==> config.mk <==
export PLATFORM = sky130hd
export DESIGN_NAME = vga_timing_gen
export DESIGN_NICKNAME = d
export VERILOG_FILES = /design/src/rtl/vga_timing_gen.sv
export SDC_FILE = /design/constraint.sdc
export NUM_CORES = 1
export LEC_CHECK = 0
export ABC_AREA = 1
export BUFFER_PORTS_ARGS = -buffer_cell sky130_fd_sc_hd__buf_2
export CORE_MARGIN = 4
export CORE_UTILIZATION = 44
export CTS_CLUSTER_DIAMETER = 40
export DETAILED_ROUTE_END_ITERATION = 7
export SYNTH_ARGS = -nofsm -noshare
export SYNTH_HDL_FRONTEND = slang
export SYNTH_SLANG_ARGS = --single-unit
export TNS_END_PERCENT = 100
==> constraint.sdc <==
create_clock -name vga_clk -period 3.15 [get_ports vga_clk]
set_input_delay 0.4725 -clock vga_clk [delete_from_list [all_inputs] [get_ports vga_clk]]
set_output_delay 0.4725 -clock vga_clk [all_outputs]
set_load 0.05 [all_outputs]
==> src/rtl/vga_timing_gen.sv <==
// Parametrised VGA raster timing generator: sync, data enable, pixel coordinates,
// lead-time fetch request, line/frame strobes and a frame counter.
module vga_timing_gen #(
  parameter int H_SYNC   = 96,
  parameter int H_BACK   = 48,
  parameter int H_ACTIVE = 640,
  parameter int H_FRONT  = 16,
  parameter int V_SYNC   = 2,
  parameter int V_BACK   = 33,
  parameter int V_ACTIVE = 480,
  parameter int V_FRONT  = 10,
  parameter bit HS_POL   = 1'b0,
  parameter bit VS_POL   = 1'b0,
  parameter int REQ_LEAD = 2,
  parameter int CW       = 12
) (
  input  logic          vga_clk,
  input  logic          rst,
  input  logic          en,
  output logic          hsync,
  output logic          vsync,
  output logic          de,
  output logic [CW-1:0] pix_x,
  output logic [CW-1:0] pix_y,
  output logic          req,
  output logic          line_start,
  output logic          frame_start,
  output logic [7:0]    frame_cnt
);

  localparam int H_TOTAL = H_SYNC + H_BACK + H_ACTIVE + H_FRONT;
  localparam int V_TOTAL = V_SYNC + V_BACK + V_ACTIVE + V_FRONT;

  localparam logic [CW-1:0] H_LAST = CW'(H_TOTAL - 1);
  localparam logic [CW-1:0] V_LAST = CW'(V_TOTAL - 1);
  localparam logic [CW-1:0] HS_END = CW'(H_SYNC);
  localparam logic [CW-1:0] VS_END = CW'(V_SYNC);
  localparam logic [CW-1:0] HA_OFS = CW'(H_SYNC + H_BACK);
  localparam logic [CW-1:0] VA_OFS = CW'(V_SYNC + V_BACK);
  localparam logic [CW:0]   HA_S   = (CW+1)'(H_SYNC + H_BACK);
  localparam logic [CW:0]   HA_E   = (CW+1)'(H_SYNC + H_BACK + H_ACTIVE);
  localparam logic [CW-1:0] VA_S   = CW'(V_SYNC + V_BACK);
  localparam logic [CW-1:0] VA_E   = CW'(V_SYNC + V_BACK + V_ACTIVE);
  localparam logic [CW:0]   LEAD   = (CW+1)'(REQ_LEAD);

  typedef enum logic [1:0] {S_IDLE, S_RUN, S_DRAIN} state_t;

  state_t        r_state, w_state_nxt;
  logic [CW-1:0] r_h, r_v, w_h_nxt, w_v_nxt;
  logic          w_run_nxt;
  logic          w_h_last, w_v_last;

  logic          w_hs_nxt, w_vs_nxt, w_de_nxt, w_req_nxt, w_ls_nxt, w_fs_nxt;
  logic [CW-1:0] w_px_nxt, w_py_nxt;

  logic          r_hsync, r_vsync, r_de, r_req, r_ls, r_fs;
  logic [CW-1:0] r_px, r_py;
  logic [7:0]    r_frame_cnt;

  // Horizontal range test is one bit wider so the req look-ahead cannot wrap
  function automatic logic in_h_active(input logic [CW:0] x);
    return (x >= HA_S) && (x < HA_E);
  endfunction

  function automatic logic in_v_active(input logic [CW-1:0] y);
    return (y >= VA_S) && (y < VA_E);
  endfunction

  always_comb begin
    w_state_nxt = r_state;
    w_h_nxt     = r_h;
    w_v_nxt     = r_v;
    w_run_nxt   = 1'b0;
    w_h_last    = (r_h == H_LAST);
    w_v_last    = (r_v == V_LAST);
    case (r_state)
      S_IDLE: begin
        if (en) begin
          w_state_nxt = S_RUN;
          w_run_nxt   = 1'b1;
        end
      end
      default: begin
        if (w_h_last && w_v_last) begin
          w_h_nxt     = '0;
          w_v_nxt     = '0;
          w_run_nxt   = en;
          w_state_nxt = en ? S_RUN : S_IDLE;
        end else begin
          w_run_nxt   = 1'b1;
          w_state_nxt = en ? S_RUN : S_DRAIN;
          if (w_h_last) begin
            w_h_nxt = '0;
            w_v_nxt = r_v + CW'(1);
          end else begin
            w_h_nxt = r_h + CW'(1);
          end
        end
      end
    endcase
  end

  // Outputs decode the position being entered, so registered outputs match it
  always_comb begin
    w_hs_nxt  = (w_run_nxt && (w_h_nxt < HS_END)) ? HS_POL : ~HS_POL;
    w_vs_nxt  = (w_run_nxt && (w_v_nxt < VS_END)) ? VS_POL : ~VS_POL;
    w_de_nxt  = w_run_nxt && in_h_active({1'b0, w_h_nxt}) && in_v_active(w_v_nxt);
    w_req_nxt = w_run_nxt && in_h_active({1'b0, w_h_nxt} + LEAD) && in_v_active(w_v_nxt);
    w_ls_nxt  = w_run_nxt && (w_h_nxt == '0);
    w_fs_nxt  = w_ls_nxt && (w_v_nxt == '0);
    w_px_nxt  = w_de_nxt ? (w_h_nxt - HA_OFS) : '0;
    w_py_nxt  = w_de_nxt ? (w_v_nxt - VA_OFS) : '0;
  end

  always_ff @(posedge vga_clk or posedge rst) begin
    if (rst) begin
      r_state     <= S_IDLE;
      r_h         <= '0;
      r_v         <= '0;
      r_hsync     <= ~HS_POL;
      r_vsync     <= ~VS_POL;
      r_de        <= 1'b0;
      r_req       <= 1'b0;
      r_ls        <= 1'b0;
      r_fs        <= 1'b0;
      r_px        <= '0;
      r_py        <= '0;
      r_frame_cnt <= 8'd0;
    end else begin
      r_state <= w_state_nxt;
      r_h     <= w_h_nxt;
      r_v     <= w_v_nxt;
      r_hsync <= w_hs_nxt;
      r_vsync <= w_vs_nxt;
      r_de    <= w_de_nxt;
      r_req   <= w_req_nxt;
      r_ls    <= w_ls_nxt;
      r_fs    <= w_fs_nxt;
      r_px    <= w_px_nxt;
      r_py    <= w_py_nxt;
      if (w_fs_nxt) r_frame_cnt <= r_frame_cnt + 8'd1;
    end
  end

  assign hsync       = r_hsync;
  assign vsync       = r_vsync;
  assign de          = r_de;
  assign req         = r_req;
  assign line_start  = r_ls;
  assign frame_start = r_fs;
  assign pix_x       = r_px;
  assign pix_y       = r_py;
  assign frame_cnt   = r_frame_cnt;

endmodule

* After elaboration in Yosys (flattened, before gate mapping) *
Cells that the tools add are included.

cells by class
  add/subtract/negate cells = 6
  $mul = 0
  div/mod/pow operators = 0
  order comparisons = 8
  equal/unequal tests = 3
  shift operators = 0
  multiplexer cells = 18
  bitwise gates (word level) = 0
  reduce and logical (&&, ||, !) cells = 15

operators with widths
  kind                                                                                   number
  12-bit two-way mux                                                                     8
  12-bit by 1-bit adder with 12-bit output (second input constant)                       2
  12-bit by 10-bit == test with 1-bit output (second input constant)                     2
  12-bit zero test                                                                       2
  12-bit by 10-bit less-than comparator with 1-bit output (second input constant)        2
  12-bit by 2-bit adder with 13-bit output (second input constant)                       1
  13-bit by 8-bit greater-or-equal comparator with 1-bit output (second input constant)  1
  13-bit by 10-bit less-than comparator with 1-bit output (second input constant)        1
  12-bit by 6-bit greater-or-equal comparator with 1-bit output (second input constant)  1
  12-bit by 8-bit greater-or-equal comparator with 1-bit output (second input constant)  1
  1-bit logical AND                                                                      12
  12-bit by 2-bit less-than comparator with 1-bit output (second input constant)         1
  12-bit by 7-bit less-than comparator with 1-bit output (second input constant)         1
  12-bit by 6-bit subtractor with 12-bit output (second input constant)                  1
  12-bit by 8-bit subtractor with 12-bit output (second input constant)                  1
  8-bit by 1-bit adder with 8-bit output (second input constant)                         1
  2-bit two-way mux                                                                      4
  1-bit two-way mux                                                                      6
  2-bit zero test                                                                        1
  2-bit inequality test (second input constant)                                          1

storage, ports and cells
  register bits after elaboration = 64
  latch bits = 0
  memory bits (writable) = 0
  memory bits (read-only) = 0
  memories kept = 0

* Depth between registers and ports, before layout *
  word-level depth = 9
  depth in mapped cells = 18

* Least setup slack after synthesis *
No wires, ideal clock.

  path kind = register -> register
  from = register r_h[0]
  to = register r_px[2] (netlist: pix_x[2])
  setup time = 69 ps
  arrival = 2,269 ps
  data required time = 3,081 ps
  setup slack = 812 ps
  cell stages (with the launch flop) = 17
  path through = dfrtp_1 -> ha_1 -> nand3_1 -> nor2_4 -> nand3_2 -> buf_6 -> nand2_1 -> ha_1 -> nand3_1 -> nand3_1 -> nand2_1 -> inv_1 -> nand2_1 -> nor2_2 -> nand4_4 -> buf_6 -> nor2_2

on the way
  longest elaborated chain between the ends = 9
  elaborated cells between the ends (all ways) = 21
  classes of those cells = add/sub (2); order compare (4); eq/ne (1); mux (9); reduce/logical (5)

RTL lines
  element                                                                                                                                   line    text
  start: declaration                                                                                                                        49      logic [CW-1:0] r_h, r_v, w_h_nxt, w_v_nxt;
  start signal: assignment                                                                                                                  131     r_h <= w_h_nxt;
  12-bit by 1-bit adder with 12-bit output or 12-bit by 10-bit == test with 1-bit output (tied branches)                                    96, 74
  12-bit two-way mux or 1-bit logical AND (tied branches)                                                                                   92, 84
  12-bit two-way mux                                                                                                                        84      if (w_h_last && w_v_last) begin
  12-bit two-way mux                                                                                                                        76      case (r_state)
  12-bit by 8-bit greater-or-equal comparator with 1-bit output or 12-bit by 10-bit less-than comparator with 1-bit output (tied branches)  62      return (x >= HA_S) && (x < HA_E);
  1-bit logical AND                                                                                                                         62
  1-bit logical AND (2 in a row)                                                                                                            107     w_de_nxt = w_run_nxt && in_h_active({1'b0, w_h_nxt}) && in_v_active(w_v_nxt);
  12-bit two-way mux (*)                                                                                                                    111     w_px_nxt = w_de_nxt ? (w_h_nxt - HA_OFS) : '0;
  net w_px_nxt[2]                                                                                                                           54      logic [CW-1:0] w_px_nxt, w_py_nxt;
  end signal: assignment                                                                                                                    139     r_px <= w_px_nxt;
  end: declaration                                                                                                                          57      logic [CW-1:0] r_px, r_py;

The timed path passes the listed nets; every way through them passes the cells marked *.
A chain may end at the register's enable or synchronous reset.

* Worst setup path after layout *
  from = register r_h[0]
  to = register r_px[0] (netlist: pix_x[0])

on the way
  elaborated cells between the ends (all ways) = 21
  classes of those cells = add/sub (2); order compare (4); eq/ne (1); mux (9); reduce/logical (5)

RTL lines
  element                                                                                                                                   line    text
  12-bit by 10-bit == test with 1-bit output (*)                                                                                            74      w_h_last = (r_h == H_LAST);
  12-bit two-way mux or 1-bit logical AND (tied branches)                                                                                   92, 84
  12-bit two-way mux (*)                                                                                                                    84
  12-bit two-way mux (*)                                                                                                                    76
  net w_v_nxt[0]                                                                                                                            49
  12-bit by 6-bit greater-or-equal comparator with 1-bit output or 12-bit by 10-bit less-than comparator with 1-bit output (tied branches)  66      return (y >= VA_S) && (y < VA_E);
  1-bit logical AND (*)                                                                                                                     66
  1-bit logical AND (*)                                                                                                                     107
  12-bit two-way mux (*)                                                                                                                    111
  net w_px_nxt[0]                                                                                                                           54

Marked as above.

==> results.toml <==
[outcome]
status = "completed"

[synthesis]
syn_inst = 539
syn-num-nets = 551
synth-edff-count = 0
seq_area_frac_synth = 0.401
avgSynthCellArea_um2 = 7.42
synth-seq-cells = 64
syn-cell-area_mm2 = 0.00400
yosysWarnings = 0
synthFlopType = "dfrtp_1"
ys_async_sr_fraction = 1.00
synth.distinct_cells = 29

[power]
ir_worst_vdd_mv = 0.214
power_density_mw_per_mm2 = 558
p_leak_nw = 2.63
power_mw = 2.52

[timing]
tns_ns = 0
drv_slew = 0
hold_slack_ns = 0.268
finalHoldViolations = 0
finalCritPeriodShare = 0.910
rsz0062_at_grt = "false"
fmaxAchievable_ghz = 0.349
setup_viol = 0
fin_crit_ns = 2.87
worst_slew_pin_slew_ns = 0.794
relSlewSlack = 0.470
fin_worst_skew_ns = 0.00407

[layout]
multi_input_area_mm2 = 0.00200
n_antenna_cell = 0
drive_above_1_share = 0.214
stdcell_count = 701
syn2layout_area_growth_pct = 12.8
final_nets = 600
fillers = 882
seqCellArea_mm2 = 0.00160

[detailed_routing]
wl_per_cell_um = 13.7
postRouteAntennaNets = 0
drt_iter0_drc = 216
route.detailed.drc = 0
vias = 3466
drt-total-wl_um = 9580
viasPerCell = 4.94
dr.pass1.iters = 5

[floorplanning]
coreArea_mm2 = 0.00876
start_util = 0.456
row_count = 34
die_area_mm2 = 0.0107
die_w_um = 103
die_h_um = 103
io-pin-count = 41

[worst_hold_path]
min_from = "en"
holdPathStages = 1
holdPathEnd = "r_state[0]$_DFFE_PP0P_"
min_path_type = "primary input to flop"

[placement]
gp_congestion = 0.940
placed_cells = 685
dpl.hpwl_um = 7220
place.port_buffers = 40

[setup_path]
r2r-start = "r_h[0]$_DFF_PP0_"
r2r_cells = 16
reg2reg_slack_ns = 0.28
reg2reg_to = "pix_x[0]$_DFF_PP0_"
crit_type = "flop to flop"
critPathLaunchType = "flop"
required_ns = 3.38
worst_setup_path_end_kind = "flop"
crit_fanout = 13
worstPathArrival_ns = 3.10

[clock_network]
clock_latency_ns = 0.35
cts-root-buf = "clkbuf_8"
cts_tree = "built"
clkTransAtPathRegs_ns = 0.07
cts_resized = 0
cts_buffers = 9
cts_hold_buf = 0
cts.htree.levels = 3
post_cts_buffers = 0
cts_buffer_depth = 2
clkSinkCount = 64

[global_routing]
grt_pass1_wl_um = 15800
grt.total_usage = 0.191
grt_max_degree = 65
grt_overflow_total = 0
grt_pass1_vias = 3253
antenna_found_initial = 0

[run]
maxCapViolCount = 0
[layer usage]
layer / share of wire / wire length [µm] / up-vias / track usage
li1: - / - / 1772 / -
met4: 0.0095 / 91 / 0 / 0.0538
met3: 0.051 / 487 / 8 / 0.0423
met1: 0.49 / 4670 / 1599 / 0.274
met5: 0 / 0 / - / 0
met2: 0.45 / 4320 / 87 / 0.290
[where the power goes]
| part | switching, mW | leakage (nW) | total (mW) | internal [mW] |
|---|---|---|---|---|
| clock network | 0.347 | 0.0989 | 0.736 | 0.389 |
| logic | 0.573 | 1.66 | 0.798 | 0.225 |
| registers | 0.0899 | 0.864 | 0.981 | 0.891 |
| total | 1.01 | 2.63 | 2.52 | 1.51 |
[cell type report]
cell class / count / share of cell area
clock inverter: 6 / 0.0150
clock buffer: 10 / 0.0305
tap: 108 / 0.0300
inverter: 83 / 0.0691
sequential: 64 / 0.356
multi-input combinational: 383 / 0.444
timing repair buffer: 47 / 0.0560
[worst max path at each step]
stage	from	endpoint	slack, ns
2_1_floorplan	r_h[0]$_DFF_PP0_	pix_x[2]$_DFF_PP0_	0.81
3_3_place_gp	r_h[0]$_DFF_PP0_	pix_x[0]$_DFF_PP0_	0.35
3_5_place_dp	r_h[1]$_DFF_PP0_	pix_x[1]$_DFF_PP0_	0.32
4_1_cts	r_h[1]$_DFF_PP0_	pix_x[0]$_DFF_PP0_	0.28
5_1_grt	r_h[1]$_DFF_PP0_	pix_x[0]$_DFF_PP0_	0.06
6_report	r_h[0]$_DFF_PP0_	pix_x[0]$_DFF_PP0_	0.28
[sequential cells by signal, indices dropped and copies added (netlist names)]
register / count
pix_x: 12
pix_y: 12
r_h: 12
r_v: 12
frame_cnt: 8
r_state: 2
de: 1
frame_start: 1
hsync: 1
line_start: 1
req: 1
vsync: 1
[per-stage QoR]
stage                     utilization  setup WS, ns  instance area [µm²]
after floorplan                     -         0.812                 4000
after global placement          0.491         0.353                 4310
after detailed placement        0.491         0.324                 4310
after CTS                       0.515         0.279                 4510
after global routing            0.515        0.0609                 4510
final                           0.515         0.284                 4510
[cell usage after synthesis (3+ instances only)]
cell type  instances  area (µm²)
a21oi_1            5        25.0
buf_6              6        67.6
dfrtp_1           62        1550
ha_1               9         113
inv_1             80         300
inv_2              3        11.3
nand2_1          147         552
nand2_2           11        68.8
nand3_1           56         280
nand3_2            5        50.1
nand3b_1           3        22.5
nand4_1           19         119
nor2_1            53         199
nor2_2            27         169
nor2_4             8        90.1
nor3_1             6        30.0
o21ai_0            6        30.0
o21ai_2            4        35.0
xnor2_1            4        35.0
xor2_1            13         114
[cell families after synthesis]
group	synth area share
other	0.000937
buffers and inverters	0.0982
AND/OR/NAND/NOR	0.406
AO/OA/AOI/OAI	0.0281
XOR/XNOR	0.0372
adder cells (fa/ha/maj)	0.0282
flip-flops	0.401
[critical path, stage by stage, from the launching register on]
cell and delay [ns]:
dfrtp_1 0.37, ha_1 0.24, nand3_1 0.14, nor2_4 0.19, nand3_2 0.24, inv_2 0.16, nand2_1 0.07, nand2_1 0.08
inv_1 0.10, ha_1 0.21, inv_1 0.08, nand3_1 0.16, nand2_1 0.15, nand3_2 0.13, nand4_4 0.13, buf_4 0.24
nor2_1 0.07
[layout by cell type (no fill, tap or decap), types with 7 or more instances in the layout]
cell type and count:
nand2_1 147, dfrtp_1 62, nand2_2 11, nand3_1 56
buf_2 40, nor2_2 27, nand4_1 19, buf_4 7
clkbuf_8 10, nor2_4 8, nor2_1 53, inv_1 79
ha_1 9, xor2_1 13
Note: power is estimated with default switching activity, not from simulation.
